## src/rtl/spi_master_multi.sv

```systemverilog
// spi_master_multi: single-clock SPI master with CPOL/CPHA, bit order,
// multiple slave selects, back-to-back streaming and TX/RX FIFOs.
// Optional macro SPI_MASTER_LOOPBACK_EN adds loopback_i (RX samples mosi_o).
`timescale 1ns/1ps

module spi_master_multi_fifo #(
   parameter int W     = 8,
   parameter int DEPTH = 4,
   localparam int AW   = $clog2(DEPTH)
) (
   input  logic          clk,
   input  logic          rst_n,
   input  logic          push,
   input  logic          pop,
   input  logic [W-1:0]  wdata,
   output logic [W-1:0]  rdata,
   output logic [AW:0]   usage,
   output logic          full,
   output logic          empty
);
   logic [W-1:0]  mem [DEPTH];
   logic [AW-1:0] wp, rp;
   logic          do_push, do_pop;

   assign empty   = (usage == '0);
   assign full    = (usage == (AW+1)'(DEPTH));
   assign do_pop  = pop && !empty;
   // a full FIFO still accepts a write when the same cycle frees a slot
   assign do_push = push && (!full || do_pop);
   assign rdata   = mem[rp];

   // storage array, no reset needed
   always_ff @(posedge clk) begin
      if (do_push) mem[wp] <= wdata;
   end

   // pointers and occupancy
   always_ff @(posedge clk or negedge rst_n) begin
      if (!rst_n) begin
         wp    <= '0;
         rp    <= '0;
         usage <= '0;
      end else begin
         if (do_push) wp <= wp + AW'(1);
         if (do_pop)  rp <= rp + AW'(1);
         usage <= usage + (AW+1)'(do_push) - (AW+1)'(do_pop);
      end
   end
endmodule

module spi_master_multi #(
   parameter int DATABITSIZE     = 8,
   parameter int BUFFERSIZE      = 4,
   parameter int SCLKDIVIDELIMIT = 256,
   parameter int SSCOUNT         = 1,
   localparam int SW = (SSCOUNT > 1) ? $clog2(SSCOUNT) : 1,
   localparam int DW = $clog2(SCLKDIVIDELIMIT),
   localparam int UW = $clog2(BUFFERSIZE) + 1
) (
   input  logic                   clk_i,
   input  logic                   rst_ni,
   output logic                   sclk_o,
   output logic                   mosi_o,
   input  logic                   miso_i,
`ifdef SPI_MASTER_LOOPBACK_EN
   input  logic                   loopback_i,
`endif
   output logic [SSCOUNT-1:0]     ss_o,
   input  logic                   cpol_i,
   input  logic                   cpha_i,
   input  logic                   lsbfirst_i,
   input  logic [SW-1:0]          sssel_i,
   input  logic [DW-1:0]          sclkdivide_i,
   input  logic                   txwrite_i,
   input  logic [DATABITSIZE-1:0] txdata_i,
   output logic [UW-1:0]          txusage_o,
   output logic                   txfull_o,
   input  logic                   rxread_i,
   output logic [DATABITSIZE-1:0] rxdata_o,
   output logic [UW-1:0]          rxusage_o,
   output logic                   rxempty_o,
   output logic                   rxoverflow_o,
   output logic                   busy_o
);
   localparam int BW = $clog2(DATABITSIZE);
   localparam int EW = BW + 1;

   typedef enum logic [2:0] {IDLE, SETUP, XFER, HOLD, GAP} state_t;

   state_t                 state;
   logic [DW-1:0]          cnt, div_q;
   logic [EW-1:0]          ecnt;
   logic [DATABITSIZE-1:0] tx_sh, rx_sh, tx_head;
   logic                   cpol_q, cpha_q, lsb_q;
   logic [SW-1:0]          sel_q, sel_live;
   logic                   tx_empty, tx_pop, rx_push, rx_full;
   logic                   half_done, cfg_match, rx_in, lb_ok;
   logic                   smp, last;
   logic [BW-1:0]          cur_bit, drv_bit;

   // bit index within a word -> register position for the selected order
   function automatic logic [BW-1:0] bpos(input logic lsb, input logic [BW-1:0] b);
      return lsb ? b : BW'(DATABITSIZE-1) - b;
   endfunction

   assign sel_live  = (32'(sssel_i) >= 32'(SSCOUNT)) ? SW'(SSCOUNT-1) : sssel_i;
   assign half_done = (cnt == '0);
   assign cur_bit   = ecnt[EW-1:1];
   assign last      = (ecnt == EW'(2*DATABITSIZE-1));
   // even edge count = leading edge; cpha0 samples leading, cpha1 trailing
   assign smp       = (ecnt[0] == cpha_q);
   assign drv_bit   = cpha_q ? cur_bit : cur_bit + BW'(1);

`ifdef SPI_MASTER_LOOPBACK_EN
   logic lb_q;
   assign rx_in = lb_q ? mosi_o : miso_i;
   assign lb_ok = (loopback_i == lb_q);

   // loopback select is latched together with the rest of the config
   always_ff @(posedge clk_i or negedge rst_ni) begin
      if (!rst_ni)                      lb_q <= 1'b0;
      else if (state == IDLE && tx_pop) lb_q <= loopback_i;
   end
`else
   assign rx_in = miso_i;
   assign lb_ok = 1'b1;
`endif

   assign cfg_match = (cpol_i == cpol_q) && (cpha_i == cpha_q) && (lsbfirst_i == lsb_q) &&
                      (sel_live == sel_q) && (sclkdivide_i == div_q) && lb_ok;
   assign tx_pop    = !tx_empty && ((state == IDLE) ||
                      (state == HOLD && half_done && cfg_match));

   // transfer FSM with registered pin outputs
   always_ff @(posedge clk_i or negedge rst_ni) begin
      if (!rst_ni) begin
         state  <= IDLE;
         ss_o   <= '1;
         sclk_o <= 1'b0;
         mosi_o <= 1'b0;
         busy_o <= 1'b0;
         cnt    <= '0;
         ecnt   <= '0;
         tx_sh  <= '0;
         rx_sh  <= '0;
         cpol_q <= 1'b0;
         cpha_q <= 1'b0;
         lsb_q  <= 1'b0;
         sel_q  <= '0;
         div_q  <= '0;
         rx_push <= 1'b0;
      end else begin
         rx_push <= 1'b0;
         case (state)
            IDLE: begin
               sclk_o <= cpol_i;
               if (tx_pop) begin
                  tx_sh  <= tx_head;
                  cpol_q <= cpol_i;
                  cpha_q <= cpha_i;
                  lsb_q  <= lsbfirst_i;
                  sel_q  <= sel_live;
                  div_q  <= sclkdivide_i;
                  cnt    <= sclkdivide_i;
                  ss_o   <= ~(SSCOUNT'(1) << sel_live);
                  busy_o <= 1'b1;
                  state  <= SETUP;
                  if (!cpha_i) mosi_o <= tx_head[bpos(lsbfirst_i, BW'(0))];
               end
            end
            SETUP: begin
               if (half_done) begin
                  state <= XFER;
                  cnt   <= div_q;
                  ecnt  <= '0;
               end else cnt <= cnt - DW'(1);
            end
            XFER: begin
               if (half_done) begin
                  sclk_o <= ~sclk_o;
                  cnt    <= div_q;
                  ecnt   <= ecnt + EW'(1);
                  if (smp)        rx_sh[bpos(lsb_q, cur_bit)] <= rx_in;
                  else if (!last) mosi_o <= tx_sh[bpos(lsb_q, drv_bit)];
                  if (last) begin
                     state   <= HOLD;
                     rx_push <= 1'b1;
                  end
               end else cnt <= cnt - DW'(1);
            end
            HOLD: begin
               if (half_done) begin
                  cnt  <= div_q;
                  ecnt <= '0;
                  if (tx_pop) begin
                     tx_sh <= tx_head;
                     state <= XFER;
                     if (!cpha_q) mosi_o <= tx_head[bpos(lsb_q, BW'(0))];
                  end else begin
                     ss_o  <= '1;
                     state <= GAP;
                  end
               end else cnt <= cnt - DW'(1);
            end
            GAP: begin
               if (half_done) begin
                  state  <= IDLE;
                  busy_o <= 1'b0;
               end else cnt <= cnt - DW'(1);
            end
            default: state <= IDLE;
         endcase
      end
   end

   // one-cycle pulse when a completed word finds the RX FIFO full
   always_ff @(posedge clk_i or negedge rst_ni) begin
      if (!rst_ni) rxoverflow_o <= 1'b0;
      else         rxoverflow_o <= rx_push && rx_full && !rxread_i;
   end

   spi_master_multi_fifo #(.W(DATABITSIZE), .DEPTH(BUFFERSIZE)) u_txf (
      .clk(clk_i), .rst_n(rst_ni), .push(txwrite_i), .pop(tx_pop), .wdata(txdata_i),
      .rdata(tx_head), .usage(txusage_o), .full(txfull_o), .empty(tx_empty)
   );

   spi_master_multi_fifo #(.W(DATABITSIZE), .DEPTH(BUFFERSIZE)) u_rxf (
      .clk(clk_i), .rst_n(rst_ni), .push(rx_push), .pop(rxread_i), .wdata(rx_sh),
      .rdata(rxdata_o), .usage(rxusage_o), .full(rx_full), .empty(rxempty_o)
   );
endmodule
```

## config.mk

```make
export PLATFORM = sky130hd
export DESIGN_NAME = spi_master_multi
export DESIGN_NICKNAME = d
export VERILOG_FILES = /design/src/rtl/spi_master_multi.sv
export SDC_FILE = /design/constraint.sdc
export NUM_CORES = 1
export LEC_CHECK = 0
export ABC_AREA = 1
export CAP_MARGIN = 5
export CORE_UTILIZATION = 50
export CTS_BUF_LIST = sky130_fd_sc_hd__clkbuf_8
export DETAILED_ROUTE_END_ITERATION = 8
export DONT_BUFFER_PORTS = 1
export PLACE_DENSITY_LB_ADDON = 0.3
export SYNTH_ARGS = -nofsm -noshare
export SYNTH_HDL_FRONTEND = slang
export SYNTH_HIERARCHICAL = 1
export SYNTH_SLANG_ARGS = --single-unit
```

## constraint.sdc

```tcl
create_clock -name clk_i -period 4 [get_ports clk_i]
set_input_delay 0.4 -clock clk_i [delete_from_list [all_inputs] [get_ports clk_i]]
set_output_delay 0.4 -clock clk_i [all_outputs]
set_load 0.01 [all_outputs]
```

## Word-level counts from Yosys, hierarchy flattened

Memories as Yosys holds them, arrays and structs flattened.
Cells that the tools add are included.

- Memories: 2
- Output and inout bits: 21
- Register bits after elaboration: 63
- Memory bits (writable): 64
- Word-level logic and storage cells: 175

Memories:

| memory | words | width | rd ports | clocked after memory_dff | write ports | RTL line | source |
|---|---|---|---|---|---|---|---|
| u_rxf.mem | 4 | 8 | 1 | 0 | 1 | 21 | `logic [W-1:0] mem [DEPTH];` |
| u_txf.mem | 4 | 8 | 1 | 0 | 1 | 21 |  |

- Shifts and indexed selects: 1
- Bitwise gates (word level): 2
- Add/subtract/negate cells: 13
- Multiplexer cells: 58
- Eq/ne operators: 27
- Magnitude comparators: 6
- Reductions and logical operators: 44

Operators with widths:

| operator | count |
|---|---|
| $mux W8 | 5 |
| $mux W3 | 12 |
| $mux W1 | 26 |
| $pmux W8 S3 | 1 |
| $ne A2 B2 Y1 const B | 11 |
| $lt A3 B4 Y1 const B | 4 |
| $pmux W8 S2 | 1 |
| $pmux W3 S5 | 1 |
| $logic_and A1 B1 Y1 | 14 |
| $reduce_and A3 Y1 | 4 |
| $bmux W1 S3 | 3 |
| $eq A3 B3 Y1 const B | 3 |
| $logic_not A3 Y1 | 3 |
| $reduce_and A9 Y1 | 1 |
| $add A2 B1 Y2 const B | 4 |
| $bwmux W8 | 1 |
| $eq A8 B8 Y1 | 1 |
| $logic_not A8 Y1 | 1 |
| $mux W4 | 2 |
| $pmux W4 S2 | 1 |
| $reduce_bool A2 Y1 | 4 |
| $sub A8 B1 Y8 const B | 1 |
| $add A3 B1 Y3 | 2 |
| $eq A3 B2 Y1 const B | 2 |
| other kinds (23) | 43 |

## Depth between registers and ports, before layout

- Word-level depth: 13
- Depth in mapped cells: 16
- Mapped depth without buffers: 14

## Cells and area by module

The synthesis kept the hierarchy.

Modules (own cells, without submodules):

| module | cells an instance | sequential area each (um2) | area each (um2) | times used |
|---|---|---|---|---|
| spi_master_multi | 388 | 1202.4 | 2987.9 | 1 |
| spi_master_multi_fifo (u_txf) | 139 | 1136.1 | 1671.6 | 1 |
| spi_master_multi_fifo (u_rxf) | 139 | 1136.1 | 1665.3 | 1 |

## Worst setup path after synthesis

Ideal clock, no wire load.

- Path kind: register to register
- From: register cnt[0]
- To: register u_txf.usage[2]
- Arrival: 2.330 ns
- Path buffers: 1
- Stages on the path, launching flop included: 16
- Setup slack: 1.548 ns
- Period minus slack after synthesis: 2.452 ns
- Required time: 3.878 ns
- Cell sequence: dfrtp_1 > inv_1 > ha_1 > nand2_2 > nor2_8 > inv_4 > nor2_4 > nand3_4 > nand2_4 > buf_8 > nand2_1 > nand3_1 > nand2_1 > ha_1 > fa_1 > xnor2_1

- Word-level cells in the longest chain between the ends: 10

RTL lines:

| item | RTL line | source |
|---|---|---|
| start, declared | 91 | `logic [DW-1:0] cnt, div_q;` |
| start signal, assigned | 164 | `cnt <= sclkdivide_i;` |
| start signal, assigned | 174 | `cnt <= div_q;` |
| start signal, assigned | 176 | `end else cnt <= cnt - DW'(1);` |
| $logic_not A8 Y1 * | 107 | `assign half_done = (cnt == '0);` |
| $logic_and A1 B1 Y1 * (2 in a row) | 132 | `(state == HOLD && half_done && cfg_match));` |
| $logic_or A1 B1 Y1 * | 131 | `assign tx_pop = !tx_empty && ((state == IDLE) \|\|` |
| $logic_and A1 B1 Y1 * | 131 |  |
| via tx_pop | 96 | `logic tx_empty, tx_pop, rx_push, rx_full;` |
| $logic_and A1 B1 Y1 * | 27 | `assign do_pop = pop && !empty;` |
| $logic_or A1 B1 Y1 | 29 | `assign do_push = push && (!full \|\| do_pop);` |
| $logic_and A1 B1 Y1 | 29 |  |
| $add A3 B1 Y3 | 46 | `usage <= usage + (AW+1)'(do_push) - (AW+1)'(do_pop);` |
| $sub A3 B1 Y3 * | 46 |  |
| end signal, assigned | 46 |  |
| end, declared | 17 | `output logic [AW:0] usage,` |

The timed path passes the listed nets; every way through them passes the cells marked *.
A chain may end at the register's enable or synchronous reset.

## Worst setup path after layout

- From: register u_txf.usage[2]
- To: memory u_txf.mem[2][0] (enable)

- Word-level cells in the longest chain between the ends: 8

RTL lines:

| item | RTL line | source |
|---|---|---|
| $logic_not A3 Y1 * | 25 | `assign empty = (usage == '0);` |
| via tx_empty | 96 |  |
| $logic_not A1 Y1 * | 27, 131 |  |
| $logic_and A1 B1 Y1 | 131 |  |
| $logic_and A1 B1 Y1 * | 27 |  |
| $logic_or A1 B1 Y1 * | 29 |  |
| $logic_and A1 B1 Y1 * | 29 |  |
| $mux W1 * | 34 | `if (do_push) mem[wp] <= wdata;` |
| $mux W1 (implied by the code) * | 34 |  |
| end, declared | 21 |  |

Marks and branches as above.

==> flow_summary.toml <==
[route]
viasPerCell = 5.03
drt-initial-drc-count = 320
ant_nets = 0
drt_wl_total_mm = 11.5
drt-wirelength-per-cell_um = 13.4
num_vias = 4302
dr.pass1.iters = 7
drc = 0

[floorplanning]
start_util_pct = 52.0
io_pins = 46
die_area_sq_mm = 0.0131
core_sq_mm = 0.0122
die_w_um = 114
fp.dieH_um = 114
placementRows = 40

[final_layout]
area_delta_synth_final_pct = 6.84
nets = 714
final_common_cell = "nand2_1"
final_cell_mix = "139 x nand2_1, 87 x nor2_1, 75 x inv_1, 64 x edfxtp_1, 61 x dfrtp_1"
drive_above_1_share_pct = 12.2
antennaDiodeCount = 0
final_cell_area_sq_mm = 0.00676

[grt]
grt_pass1_wl_mm = 19.3
grt_overflow = 0
antenna_found_initial = 0
grt_pass1_vias = 4067
grt_max_degree = 63
gr-usage-all-layers_pct = 19.4

[timing]
fmax_mhz = 330
post-route-period-util_pct = 75.7
clock_skew_ns = 0.00926
fin_crit_ns = 3.03
drv_slew = 0
hold_violations = 0
setup-violations-final = 0
relSlewSlack_pct = 43.2
rsz0062_at_grt = "false"
worstMarginPinSlew_ns = 0.848
fin_tns_setup_ns = 0

[yosys]
yosysTopAreaCell = "edfxtp_1"
synthCells = 666
synthTopCellsByArea = "edfxtp_1 30%, dfrtp_1 24%, nand2_1 8.2%"
yosysWarnings = 6
ys_seq_area_share_pct = 54.9
synth_top_area_share_pct = 30.4
syn_nets = 706
ys_ff_latch = 126
postSynthAreaPerCell_sq_um = 9.50
synth.distinct_cells = 43
synthesis.area_sq_mm = 0.00632

[critical_path]
worstPathCellList = "inv_1, nand2_1, inv_1, nor2_4, inv_1, nand2_4, inv_1, nand3_1, nand2_2, nor2_1"
cp_slowest_cell = "nor2_1"
crit_path_frequent_cell = "inv_1"
arrival_ns = 3.09
critPathMaxFanout = 20
critPathRequiredTime_ns = 4.06
critical-path-max-stage-delay_ns = 0.62
crit_path_end_kind = "flop"
critPathKind = "flop to flop"
cp-start-kind = "flop"

[cts]
cts.clk_slew.worst_paths_ns = 0.07
hold_buffers = 3
h-tree-depth = 4
postCtsSetupBuffers = 0
clock_sinks = 126
insertion_delay_ns = 0.44
cts-buffers-inserted = 17
clk_path_buf_depth = 2
cts-root-buf = "clkbuf_8"
cts_tree = "done"
cts.repair.resized = 0

[run_status]
status = "complete, no violations"

[hold_path]
hold_class = "input port to flop"

[placed_design]
place_area_sq_mm = 0.00638
place_hpwl_mm = 8.05
port_buffers = 0
gp_congestion = 0.800

[job]
cap_violations = 0

[pwr]
ir_drop_uv = 387
powerDensity_mw_per_mm2 = 709
p_leak_uw = 0.00293
cell type report:
type | instances | area [sq um]
clock buffer | 17 | 234
sequential | 126 | 3470
inverter | 85 | 329
multi-input combinational | 441 | 2370
timing repair buffer | 3 | 47.5
tap | 168 | 210
fill | 1031 | 5400
clock inverter | 15 | 93.8
synth_stat cells, drive strengths merged:
cell and instances:
o211a 1, o21a 2, o22ai 4, o21ai 78
nor3b 1, xor2 8, a22oi 5, dfrtp 61
nand3 34, nor3 10, ha 13, mux2 8
dfstp 1, nand2 152, buf 13, inv 85
clkbuf 1, a31oi 2, fa 2, edfxtp 64
a21oi 8, nand3b 2, xnor2 9, nor2 102
flip-flops by register name, summed over array words and instances (netlist names), 3 cells and up:
signal	cells
cnt	8
div_q	8
ecnt	4
rx_sh	8
state	3
tx_sh	8
u_rxf/mem	32
u_rxf/usage	3
u_txf/mem	32
u_txf/usage	3
layer usage:
layer / part of all wire (%) / track usage, % / vias to the layer above
li1: - / - / 2180
met1: 44 / 23.7 / 2024
met2: 50 / 32.5 / 86
met3: 4.2 / 5.51 / 12
met4: 1.3 / 7.71 / 0
met5: 0 / 0 / -
worst max-delay path: cells and delay by family (launching register included):
kind          cells  cell delay, ns
buf+inv           4            0.55
flops             1            0.46
simple gates      6            1.63
path summary, 6_finish.rpt:
path	cells past startpoint	from	slack [ns]	end
max in group asynchronous	2	rst_ni	3.18	ss_o$_DFFE_PN1P_
hold reg to reg	0	rx_sh[7]$_DFFE_PN0P_	0.52	u_rxf/mem[1][7]$_DFFE_PP_
hold / removal	0	txdata_i[1]	0.06	u_txf/mem[0][1]$_DFFE_PP_
setup reg to reg	10	u_txf/usage[2]$_DFF_PN0_	0.97	u_txf/mem[2][0]$_DFFE_PP_
setup / recovery	10	u_txf/usage[2]$_DFF_PN0_	0.97	u_txf/mem[2][0]$_DFFE_PP_
min in group asynchronous	2	rst_ni	0.48	u_txf/wp[1]$_DFFE_PN0P_
logic make-up (layout without fill, tap and decap cells):
group           after synthesis  count (layout)  share of synthesized area [%]
buf+inv                      99             120                           7.62
xor+xnor                     17              17                           2.47
compound gates              100             100                           8.68
simple gates                301             301                           21.7
flops                       126             126                           54.9
mux                           8               8                           1.42
fa+ha+maj                    15              15                           3.20
power by group:
| group | total, uW | internal (uW) | switching [uW] | leakage (uW) |
|---|---|---|---|---|
| sequential | 2000 | 1690 | 315 | 0.00129 |
| combinational | 1870 | 656 | 1210 | 0.00145 |
| clock | 921 | 465 | 456 | 0.000185 |
| total | 4790 | 2810 | 1980 | 0.00293 |
per-stage QoR:
step	worst slack (ns)	instances	hold slack (ns)	utilization (%)	total power (uW)
2_1_floorplan	1.55	666	0.104	-	3610
3_3_place_gp	0.990	820	0.106	52.5	3800
3_5_place_dp	0.916	820	0.106	52.5	3880
4_1_cts	0.900	855	0.0237	55.6	4830
5_1_grt	0.696	855	0.0176	55.6	5190
6_report	0.971	855	0.0550	55.6	4790
No activity file was read; power rests on OpenSTA's default activity.
